File: src/rtl/bpu_pkg.sv
// bpu_pkg: shared widths, queue entry type and GHR shift helper for the predictor update path
package bpu_pkg;
   localparam int BPU_PC_W = 8;
   localparam int BPU_GHR_W = 8;
   typedef struct packed {
      logic [BPU_PC_W-1:0] pc;
      logic taken;
   } bpu_upd_t;
   function automatic logic [BPU_GHR_W-1:0] ghr_shift(input logic [BPU_GHR_W-1:0] g, input logic taken);
      return {g[BPU_GHR_W-2:0], taken};
   endfunction
endpackage

File: src/rtl/bpu_upd_fifo.sv
// bpu_upd_fifo: dual-write single-read circular buffer; lane 1 is written ahead of lane 2 and excess writes are dropped
module bpu_upd_fifo
   import bpu_pkg::*;
#(
   parameter int DEPTH = 4,
   parameter int CW = $clog2(DEPTH) + 1
) (
   input  logic          clk,
   input  logic          reset,
   input  logic          wr_en_1,
   input  bpu_upd_t      wr_data_1,
   input  logic          wr_en_2,
   input  bpu_upd_t      wr_data_2,
   input  logic          rd_en,
   output bpu_upd_t      rd_data,
   output logic [CW-1:0] count,
   output logic          dropped
);
   localparam int PW = $clog2(DEPTH);
   bpu_upd_t mem [DEPTH];
   logic [PW-1:0] rd_ptr, wr_ptr;
   logic [CW-1:0] free;
   logic [1:0] n_push, written;
   bpu_upd_t first;
   always_comb begin
      n_push = {1'b0, wr_en_1} + {1'b0, wr_en_2};
      free = CW'(DEPTH) - count + CW'(rd_en);
      // free below n_push implies free < 2, so its low bits are the whole value
      written = (free >= CW'(n_push)) ? n_push : free[1:0];
      first = wr_en_1 ? wr_data_1 : wr_data_2;
      dropped = written != n_push;
   end
   assign rd_data = mem[rd_ptr];
   always_ff @(posedge clk or negedge reset) begin
      if (!reset) begin
         count <= '0;
         rd_ptr <= '0;
         wr_ptr <= '0;
      end else begin
         count <= count + CW'(written) - CW'(rd_en);
         wr_ptr <= wr_ptr + PW'(written);
         rd_ptr <= rd_ptr + PW'(rd_en);
      end
   end
   always_ff @(posedge clk) begin
      if (written != 2'd0) mem[wr_ptr] <= first;
      if (written == 2'd2) mem[wr_ptr + PW'(1)] <= wr_data_2;
   end
endmodule

File: src/rtl/bpu_update_scheduler.sv
// bpu_update_scheduler: orders execute-lane branch resolutions into the predictor update port and owns the committed GHR
module bpu_update_scheduler
   import bpu_pkg::*;
#(
   parameter int DEPTH = 4,
   parameter int PC_W = BPU_PC_W,
   parameter int GHR_W = BPU_GHR_W
) (
   input  logic                     clk,
   input  logic                     reset,
   input  logic                     br_valid_1,
   input  logic [PC_W-1:0]          br_pc_1,
   input  logic                     br_taken_1,
   input  logic                     br_valid_2,
   input  logic [PC_W-1:0]          br_pc_2,
   input  logic                     br_taken_2,
   output logic                     ex_stall,
   output logic                     upd_valid,
   input  logic                     upd_ready,
   output logic [PC_W-1:0]          upd_pc,
   output logic                     upd_taken,
   output logic [GHR_W-1:0]         upd_ghr,
   output logic [GHR_W-1:0]         ghr,
   output logic [$clog2(DEPTH):0]   occupancy,
   output logic                     overflow
);
   localparam int CW = $clog2(DEPTH) + 1;
   bpu_upd_t head, lane_1, lane_2;
   logic [CW-1:0] count;
   logic pop, dropped;
   assign lane_1 = '{pc: br_pc_1, taken: br_taken_1};
   assign lane_2 = '{pc: br_pc_2, taken: br_taken_2};
   bpu_upd_fifo #(.DEPTH(DEPTH), .CW(CW)) u_fifo (
      .clk       (clk),
      .reset     (reset),
      .wr_en_1   (br_valid_1),
      .wr_data_1 (lane_1),
      .wr_en_2   (br_valid_2),
      .wr_data_2 (lane_2),
      .rd_en     (pop),
      .rd_data   (head),
      .count     (count),
      .dropped   (dropped)
   );
   assign upd_valid = count != '0;
   assign pop = upd_valid & upd_ready;
   assign upd_pc = head.pc;
   assign upd_taken = head.taken;
   assign upd_ghr = ghr;
   assign occupancy = count;
   // stall depends only on registered count so execute never sees a combinational loop
   assign ex_stall = count > CW'(DEPTH - 2);
   always_ff @(posedge clk or negedge reset) begin
      if (!reset) begin
         ghr <= '0;
         overflow <= 1'b0;
      end else begin
         if (pop) ghr <= ghr_shift(ghr, head.taken);
         if (dropped) overflow <= 1'b1;
      end
   end
endmodule

File: config.mk
export PLATFORM = sky130hd
export DESIGN_NAME = bpu_update_scheduler
export DESIGN_NICKNAME = d
export VERILOG_FILES = /design/src/rtl/bpu_pkg.sv /design/src/rtl/bpu_upd_fifo.sv /design/src/rtl/bpu_update_scheduler.sv
export SDC_FILE = /design/constraint.sdc
export NUM_CORES = 1
export LEC_CHECK = 0
export ABC_AREA = 1
export ABC_CLOCK_PERIOD_IN_PS = 5600
export BUFFER_PORTS_ARGS = -buffer_cell sky130_fd_sc_hd__clkbuf_2
export CELL_PAD_IN_SITES_DETAIL_PLACEMENT = 1
export CELL_PAD_IN_SITES_GLOBAL_PLACEMENT = 2
export CORE_MARGIN = 4
export CORE_UTILIZATION = 37
export CTS_CLUSTER_DIAMETER = 200
export DETAILED_ROUTE_END_ITERATION = 8
export GPL_ROUTABILITY_DRIVEN = 1
export PLACE_DENSITY = 0.93
export SYNTH_ARGS = -nofsm -noshare
export SYNTH_HDL_FRONTEND = slang
export SYNTH_SLANG_ARGS = --single-unit
File: constraint.sdc
create_clock -name clk -period 5.6 [get_ports clk]
set_input_delay 0.28 -clock clk [delete_from_list [all_inputs] [get_ports clk]]
set_output_delay 0.28 -clock clk [all_outputs]
set_load 0.02 [all_outputs]
# [After elaboration in Yosys (flattened, before gate mapping)]
# Memory sizes are Yosys's and may differ from the RTL's.
# Cells that the tools add are included.
[word_totals] ramBits=36 ff_bits=16 word_cells=27 n_memories=1 out_inout_bits=31
[op_classes] mux=6 add_sub_neg=8 order_cmp=2 n_eq_ne=2 n_reduce_logical=2 bitwise=1
[mem_list] memory="u_fifo.mem" words=4 word_bits=9 rd=1 rd_clocked_by_memory_dff=0 wr=2 line="bpu_upd_fifo.sv:20" source="bpu_upd_t mem [DEPTH];"
[ops] operator="$mux W9" count=1
[ops] operator="$mux W1" count=4
[ops] operator="$add A3 B1 Y3" count=1
[ops] operator="$add A3 B2 Y3" count=1
[ops] operator="$ge A3 B2 Y1" count=1
[ops] operator="$gt A3 B2 Y1 const B" count=1
[ops] operator="$reduce_bool A3 Y1" count=1
[ops] operator="$sub A3 B1 Y3" count=1
[ops] operator="$sub A3 B3 Y3 const A" count=1
[ops] operator="$add A1 B1 Y2" count=1
[ops] operator="$add A2 B1 Y2" count=1
[ops] operator="$add A2 B1 Y2 const B" count=1
[ops] operator="$add A2 B2 Y2" count=1
[ops] operator="$eq A2 B2 Y1 const B" count=1
[ops] operator="$mux W2" count=1
[ops] operator="$ne A2 B2 Y1" count=1
[ops] operator="$reduce_bool A2 Y1" count=1
[ops] operator="$and A1 B1 Y1" count=1

# [Logic depth before layout (Yosys ltp)]
# Gate-level depths: netlist of run 1.
[logic_depth] word_depth=8 depth_mapped=19 depth_no_buf=18

# [By module]
# From an unflattened synthesis of run 1, not the netlist that was laid out.
[unflattened] hier_cells=348 hier_area_um2=3116.7
[by_module_without_submodules] mod="bpu_upd_fifo" seq_area_each_um2=1256.2 cells_each=298 n_inst=1 area_each_um2=2661.3
[by_module_without_submodules] mod="bpu_update_scheduler" seq_area_each_um2=225.2 cells_each=50 n_inst=1 area_each_um2=455.4

# [Worst setup path before layout of run 1]
# Ideal clock, no wire load.
[synth_timing] kind="flip-flop to flip-flop" startpoint="register u_fifo.count[1]" endpoint="register u_fifo.count[2]" path_slack_ps=1983 period_less_slack_ps=3617 t_required_ps=5466 path_stages_with_launch=20 path_buffers=1 arrival_ps=3482 path_cell_list="dfrtp_1 > inv_1 > nand3_1 > nand2_2 > clkinv_1 > ha_1 > ha_1 > inv_1 > nand2_1 > nand2_1 > nand3_4 > nand2_4 > nand2_4 > buf_4 > inv_1 > ha_1 > inv_1 > fa_1 > xnor2_1 > xor2_1"
[synth_via] elab_chain_len=7 elab_cells_between_ends=8 cone_classes="add/sub (4); order compare (1); mux (1); bitwise (1); reduce/logical (1)"
[synth_lines] item="start: declaration" line="bpu_upd_fifo.sv:16" source="output logic [CW-1:0] count,"
[synth_lines] item="start signal: assignment" line="bpu_upd_fifo.sv:40" source="count <= count + CW'(written) - CW'(rd_en);"
[synth_lines] item="$reduce_bool A3 Y1 (*)" line="bpu_update_scheduler.sv:45" source="assign upd_valid = count != '0;"
[synth_lines] item="net upd_valid" line="bpu_update_scheduler.sv:18" source="output logic upd_valid,"
[synth_lines] item="$and A1 B1 Y1 (*)" line="bpu_update_scheduler.sv:46" source="assign pop = upd_valid & upd_ready;"
[synth_lines] item="net pop" line="bpu_update_scheduler.sv:30" source="logic pop, dropped;"
[synth_lines] item="$add A3 B1 Y3" line="bpu_upd_fifo.sv:27" source="free = CW'(DEPTH) - count + CW'(rd_en);"
[synth_lines] item="$ge A3 B2 Y1" line="bpu_upd_fifo.sv:29" source="written = (free >= CW'(n_push)) ? n_push : free[1:0];"
[synth_lines] item="$mux W2" line="bpu_upd_fifo.sv:29"
[synth_lines] item="$add A3 B2 Y3" line="bpu_upd_fifo.sv:40"
[synth_lines] item="$sub A3 B1 Y3 (*)" line="bpu_upd_fifo.sv:40"
# The timed path passes the listed nets; every way through them passes the cells marked *.
# A chain may end at the register's enable or synchronous reset.

# [Worst setup path after layout of run 1]
[layout_timing] startpoint="register u_fifo.count[1]" endpoint="register u_fifo.count[2]"
[layout_via] elab_chain_len=7 elab_cells_between_ends=8 cone_classes="add/sub (4); order compare (1); mux (1); bitwise (1); reduce/logical (1)"
[layout_lines] item="$reduce_bool A3 Y1 (*)" line="bpu_update_scheduler.sv:45"
[layout_lines] item="$and A1 B1 Y1 (*)" line="bpu_update_scheduler.sv:46"
[layout_lines] item="net pop" line="bpu_update_scheduler.sv:30"
[layout_lines] item="$add A3 B1 Y3" line="bpu_upd_fifo.sv:27"
[layout_lines] item="$ge A3 B2 Y1" line="bpu_upd_fifo.sv:29"
[layout_lines] item="$mux W2" line="bpu_upd_fifo.sv:29"
[layout_lines] item="$add A3 B2 Y3" line="bpu_upd_fifo.sv:40"
[layout_lines] item="$sub A3 B1 Y3 (*)" line="bpu_upd_fifo.sv:40"
# Marked as above.

==> flow_summary_export.csv, run 1 <==
group,metric,value,unit
placement,dpl.hpwl,5920,µm
timing,tightest_slew,1.01,ns
route,num_vias,2464,
synthesis,synth_seq_cells,52,
die,start_util,0.382,
synthesis,syn_nets,372,
synthesis,synth-seq-area-share,0.472,
route,first_pass_iters,4,
die,core,8220,µm²
synthesis,syn_inst,338,
setup_path,crit_path_cell_trace,"inv_1 -> nand3_1 -> nand2_2 -> clkinv_1 -> ha_1 -> ha_1 -> inv_1 -> nand2_1 -> nand2_1 -> nand4_4 -> nand2_8 -> inv_1 -> ha_1 -> fa_1 -> xnor2_1 -> xor2_1",
timing,max_freq,0.259,GHz
setup_path,path_class,"reg -> reg",
clocking,cts-root-buf,"clkbuf_8",
setup_path,cp.buffers_inverters,4,
synthesis,yosysWarnings,0,
clocking,clk-insertion-delay-late,0.30,ns
grt,grt_max_degree,45,
timing,rsz0062_at_grt,"no",
run_status,status,"completed",
power_and_ir_drop,peakVddDrop,0.446,mV
setup_path,end_kind,"register",
route,wl,8120,µm
grt,overflow,0,
final_layout,fill_cells,964,
route,drt_iter0_drc,88,
placement,gp_congestion,0.810,
setup_path,cp_data_required_time,5.83,ns
die,dieArea,10000,µm²
route,remaining_drc_errors,0,
setup_path,worst_path_dominant_cell_family,"adder cells",
grt,grt_usage,0.169,
final_layout,area_growth,10.5,%
synthesis,avgSynthCellArea,9.28,µm²
synthesis,synthTopCellsByArea,"edfxtp_1 34%, dfrtp_1 13%, nand2_1 12%",
synthesis,synth_top_area_frac,0.345,
timing,period_share,0.690,
timing,skew,0.00336,ns
placement,dpl.cell_count,472,
run,max_cap_violations,0,
setup_path,r2r_slack,1.73,ns
power_and_ir_drop,power,0.00219,W
clocking,clkTransAtPathRegs,0.10,ns
route,wl_per_cell,16.9,µm
final_layout,fin_cells,481,
setup_path,critical_path.max_fanout,42,
die,rows,33,
final_layout,mostFrequentLayoutCells,"102 x nand2_1, 53 x clkbuf_2, 36 x nand4_1, 36 x edfxtp_1",
die,pin_count,54,
final_layout,final_common_cell,"nand2_1",
timing,timing.hold.ws,0.354,ns
timing,setup_viol_count_final,0,
grt,grt_pass1_wl,13200,µm
setup_path,cp_slowest_cell,"fa_1",
clocking,cts_tree,"done",
power_and_ir_drop,pwr_density_cell,631,nW/µm²
clocking,clock_sinks,52,
clocking,ctsLongestPathBuffers,2,
final_layout,layout-drive-gt1-share,0.234,
timing,final-hold-violation-count,0,
setup_path,slowest_delay,0.43,ns
power_and_ir_drop,leakagePower,1.58,nW
timing,post-route-min-period,3.87,ns
clocking,numCtsBuffers,5,
min_path,hold_path.class,"in -> reg",
timing,worst_slack,1.73,ns
final_layout,num-nets-final,409,
clocking,htree_levels,2,
synthesis,synthFlopType,"edfxtp_1",
grt,antenna_found_initial,0,
timing,drv_slew,0,
setup_path,arrival,4.10,ns
placement,post-place-ws,1.69,ns
timing,setup_tns,0,ns
synthesis,synth.largest_area_cell,"edfxtp_1",
setup_path,startpoint_type,"register",
synthesis,netlist_area,3140,µm²
route,via_per_inst,5.12,
grt,grt_pass1_vias,2490,
synthesis,synth_cell_types,30,
synthesis,synth-edff-count,36,
final_layout,antenna_cells,0,
die,die_h,100,µm
synthesis,async_flop_share,0.308,
die,die_w,100,µm
timing,slew-limit-headroom,0.327,
placement,port_buffers,53,
route,ant_nets,0,
stage by stage:
step,utilization,area [µm²]
CTS,0.422,3470
floorplan,-,3140
global placement,0.409,3360
detailed placement,0.409,3360
finish,0.422,3470
global route,0.422,3470
metal layers:
layer | wire length [µm] | vias to the layer above | track usage
li1 | - | 1230 | -
met5 | 0 | - | 0
met4 | 85 | 0 | 0.0394
met2 | 4360 | 36 | 0.303
met3 | 309 | 8 | 0.0236
met1 | 3360 | 1190 | 0.215
state kept, by name, summed over array words and instances, names as in the netlist:
register / cells
u_fifo.mem: 36
ghr: 8
u_fifo.count: 3
u_fifo.rd_ptr: 2
u_fifo.wr_ptr: 2
overflow: 1
final cells by class:
class | instances | area [µm²] | area share
Tap cell | 105 | 131 | 0.0379
Multi-Input combinational cell | 237 | 1390 | 0.399
Sequential cell | 52 | 1480 | 0.427
Timing Repair Buffer | 55 | 283 | 0.0816
Clock inverter | 2 | 13.8 | 0.00397
Inverter | 24 | 90.1 | 0.0260
Clock buffer | 6 | 82.6 | 0.0238
synthesized netlist by cell type, types with 5 or more instances:
cell type	instances
mux2_2	9
o22ai_1	9
nand3_4	5
nor2_1	23
buf_2	8
ha_1	10
inv_1	22
edfxtp_1	36
o21ai_0	23
buf_4	11
dfrtp_1	16
nand4_1	36
nand2_1	102
worst min-delay path: stages:
cell      delay, ns
clkbuf_2       0.09
nand2_2        0.12
nand2_1        0.09
nand2_1        0.05
where the power goes:
part	total, W	internal, W	switching (W)	leakage [nW]
Sequential	0.000743	0.000633	0.000110	0.528
Clock	0.000228	0.000101	0.000127	0.0477
Combinational	0.00122	0.000344	0.000875	1.00
Total	0.00219	0.00108	0.00111	1.58
final timing paths:
kind                                  from         endpoint  cells past startpoint
setup / recovery           u_fifo.count[1]  u_fifo.count[2]                     16
max in group asynchronous            reset  u_fifo.count[1]                      2
setup reg to reg           u_fifo.count[1]  u_fifo.count[2]                     16
hold reg to reg                     ghr[7]           ghr[7]                      2
min in group asynchronous            reset           ghr[3]                      2
hold / removal                   upd_ready           ghr[7]                      4
what timing repair did:
action,CTS,global route
buffers inserted,0,0
hold buffers,1,0
endpoints found under the hold margin,16,0
endpoints found under the setup margin,0,0
gates resized for setup,0,0
cells by family after synthesis:
kind of cell | Yosys count | share of synthesized area
buf+inv | 49 | 0.0862
xor+xnor | 5 | 0.0140
mux | 9 | 0.0323
flops | 52 | 0.472
simple gates | 179 | 0.292
fa+ha+maj | 11 | 0.0463
compound gates | 33 | 0.0570
Note: power is estimated with default switching activity, not from simulation.
==> run 2, diff against run 1 <==
--- a/config.mk
+++ b/config.mk
@@ -6,16 +6,16 @@
 export NUM_CORES = 1
 export LEC_CHECK = 0
 export ABC_AREA = 1
-export ABC_CLOCK_PERIOD_IN_PS = 5600
+export ABC_CLOCK_PERIOD_IN_PS = 3420
 export BUFFER_PORTS_ARGS = -buffer_cell sky130_fd_sc_hd__clkbuf_2
 export CELL_PAD_IN_SITES_DETAIL_PLACEMENT = 1
 export CELL_PAD_IN_SITES_GLOBAL_PLACEMENT = 2
 export CORE_MARGIN = 4
-export CORE_UTILIZATION = 37
+export CORE_UTILIZATION = 31
 export CTS_CLUSTER_DIAMETER = 200
 export DETAILED_ROUTE_END_ITERATION = 8
 export GPL_ROUTABILITY_DRIVEN = 1
-export PLACE_DENSITY = 0.93
+export PLACE_DENSITY = 0.84
 export SYNTH_ARGS = -nofsm -noshare
 export SYNTH_HDL_FRONTEND = slang
 export SYNTH_SLANG_ARGS = --single-unit
==> constraint.sdc (replaced) <==
create_clock -name clk -period 3.42 [get_ports clk]
set_input_delay 0.171 -clock clk [delete_from_list [all_inputs] [get_ports clk]]
set_output_delay 0.171 -clock clk [all_outputs]
set_load 0.02 [all_outputs]
==> run 2 against run 1 <==
Sequential share of layout area fell by 2.2 points. Core utilization is 5.0 points lower. Wire length grew 2.8%. Non-clock buffer count up 17. Clock power is 51% higher. Setup slack got worse by 1.5 ns. Critical path type unchanged.
==> flow_summary_export.csv, run 2 (synthesized netlist as in run 1, its figures left out) <==
group,metric,value,unit
timing,slew-limit-headroom,0.293,
clocking,cts_tree,"done",
die,rows,36,
die,pin_count,54,
clocking,cts-root-buf,"clkbuf_8",
timing,rsz0062_at_grt,"no",
final_layout,mostFrequentLayoutCells,"101 x nand2_1, 53 x clkbuf_2, 36 x nand4_1, 36 x edfxtp_1",
final_layout,largest-register,"u_fifo.mem",
timing,timing.hold.ws,0.248,ns
setup_path,arrival,3.21,ns
clocking,htree_levels,2,
final_layout,fill_cells,1205,
die,start_util,0.319,
final_layout,num-nets-final,426,
final_layout,top_regs,"u_fifo.mem x36, ghr x8, u_fifo.count x3",
timing,post-route-min-period,3.18,ns
timing,drv_slew,0,
final_layout,layout-drive-gt1-share,0.275,
die,die_w,109,µm
route,wl,8340,µm
die,core,9820,µm²
setup_path,startpoint_type,"register",
setup_path,slowest_delay,0.43,ns
grt,grt_max_degree,42,
setup_path,critical_path.max_fanout,41,
route,via_per_inst,4.86,
route,drt_iter0_drc,77,
final_layout,stdcell_area,3660,µm²
min_path,hold_path.class,"in -> reg",
grt,grt_pass1_wl,13600,µm
setup_path,cp-startpoint,"u_fifo.count[0]",
setup_path,end_kind,"register",
grt,grt_usage,0.150,
timing,setup_viol_count_final,0,
timing,period_share,0.931,
clocking,clkTransAtPathRegs,0.10,ns
power_and_ir_drop,pwr_density_cell,1030,nW/µm²
clocking,clock_sinks,52,
clocking,numCtsBuffers,5,
placement,port_buffers,53,
setup_path,crit_path_frequent_cell,"ha_1",
power_and_ir_drop,power,0.00377,W
grt,overflow,0,
placement,dpl.hpwl,6070,µm
route,remaining_drc_errors,0,
setup_path,crit_path_cell_trace,"inv_1 -> nand3_2 -> nand2_4 -> ha_1 -> inv_1 -> ha_1 -> ha_1 -> nand2_2 -> nand4_4 -> nand2_8 -> buf_4 -> nand3_4 -> nand2_1 -> buf_4",
run_status,status,"completed",
placement,dpl_cell_area,3540,µm²
power_and_ir_drop,peakVddDrop,0.436,mV
final_layout,antenna_cells,0,
timing,setup_tns,0,ns
clocking,clk-insertion-delay-late,0.31,ns
die,dieArea,11800,µm²
final_layout,final_common_cell,"nand2_1",
route,num_vias,2555,
route,first_pass_iters,4,
route,ant_nets,0,
final_layout,area_growth,16.6,%
setup_path,worst_path_dominant_cell_family,"simple AND/OR/NAND/NOR gates",
setup_path,cp_data_required_time,3.44,ns
clocking,ctsLongestPathBuffers,2,
run,max_cap_violations,0,
setup_path,cp.buffers_inverters,4,
grt,grt_pass1_vias,2593,
setup_path,r2r-start,"u_fifo.count[0]",
power_and_ir_drop,leakagePower,1.66,nW
setup_path,cp_slowest_cell,"buf_4",
die,die_h,109,µm
min_path,min_from,"br_pc_2[1]",
timing,final-hold-violation-count,0,
grt,antenna_found_initial,0,
timing,tightest_slew,1.06,ns
final_layout,largest_reg_flops,36,
placement,gp_congestion,0.852,
route,wl_per_cell,15.9,µm
timing,skew,0.00869,ns
setup_path,path_class,"reg -> reg",
timing,max_freq,0.314,GHz
run 2: changes by cell type in the layout (fill, tap and decap cells not counted), sizes merged:
| cell | previous run | this run |
|---|---|---|
| buf | 1 | 18 |
| inv | 24 | 23 |
| clkinv | 1 | 2 |
run 2: worst min-delay path: cells and delay by family:
kind,cells,cell delay [ns]
buf+inv,1,0.13
simple gates,2,0.17
run 2: layer usage:
metal  track usage  routed length (µm)  vias up
li1              -                   -     1262
met1         0.184                3630     1250
met2         0.271                4380       35
met3        0.0227                 222        8
met4        0.0451                 116        0
met5             0                   0        -
run 2: layout make-up:
| type | count | area [µm²] | share of cell area |
|---|---|---|---|
| Clock inverter | 2 | 11.3 | 0.00308 |
| Tap cell | 133 | 166 | 0.0455 |
| Inverter | 24 | 91.3 | 0.0250 |
| Multi-Input combinational cell | 237 | 1400 | 0.382 |
| Sequential cell | 52 | 1480 | 0.405 |
| Clock buffer | 6 | 72.6 | 0.0198 |
| Timing Repair Buffer | 72 | 435 | 0.119 |
run 2: stage by stage:
| stage | setup slack (ns) | std cells | util |
|---|---|---|---|
| 5_1_grt | 0.0391 | 526 | 0.372 |
| 4_1_cts | 0.0528 | 523 | 0.370 |
| 2_1_floorplan | 0.0295 | 338 | - |
| 6_report | 0.236 | 526 | 0.372 |
| 3_3_place_gp | 0.204 | 514 | 0.360 |
| 3_5_place_dp | 0.0806 | 514 | 0.360 |
run 2: path summary, 6_finish.rpt:
check	endpoint	slack, ns	depth (start not counted)
min in group asynchronous	overflow	0.32	2
worst max register to register	u_fifo.mem[3][1]	0.24	14
worst min register to register	u_fifo.count[2]	0.52	1
max in group asynchronous	u_fifo.count[2]	2.77	2
worst min-delay path	u_fifo.mem[1][2]	0.25	3
worst max-delay path	u_fifo.mem[3][1]	0.24	14
run 2: report_power, final:
group	total, W	switching (W)	leakage [nW]	internal [W]
clock network	0.000344	0.000202	0.0388	0.000142
logic	0.00225	0.00153	1.10	0.000722
registers	0.00118	0.000142	0.527	0.00103
total	0.00377	0.00187	1.66	0.00190
run 2: repair_timing:
item	4_1_cts	5_1_grt
hold endpoints to repair	16	0
hold buffers	1	0
buffers inserted	0	3
endpoints found under the setup margin	0	66
gates resized for setup	0	3
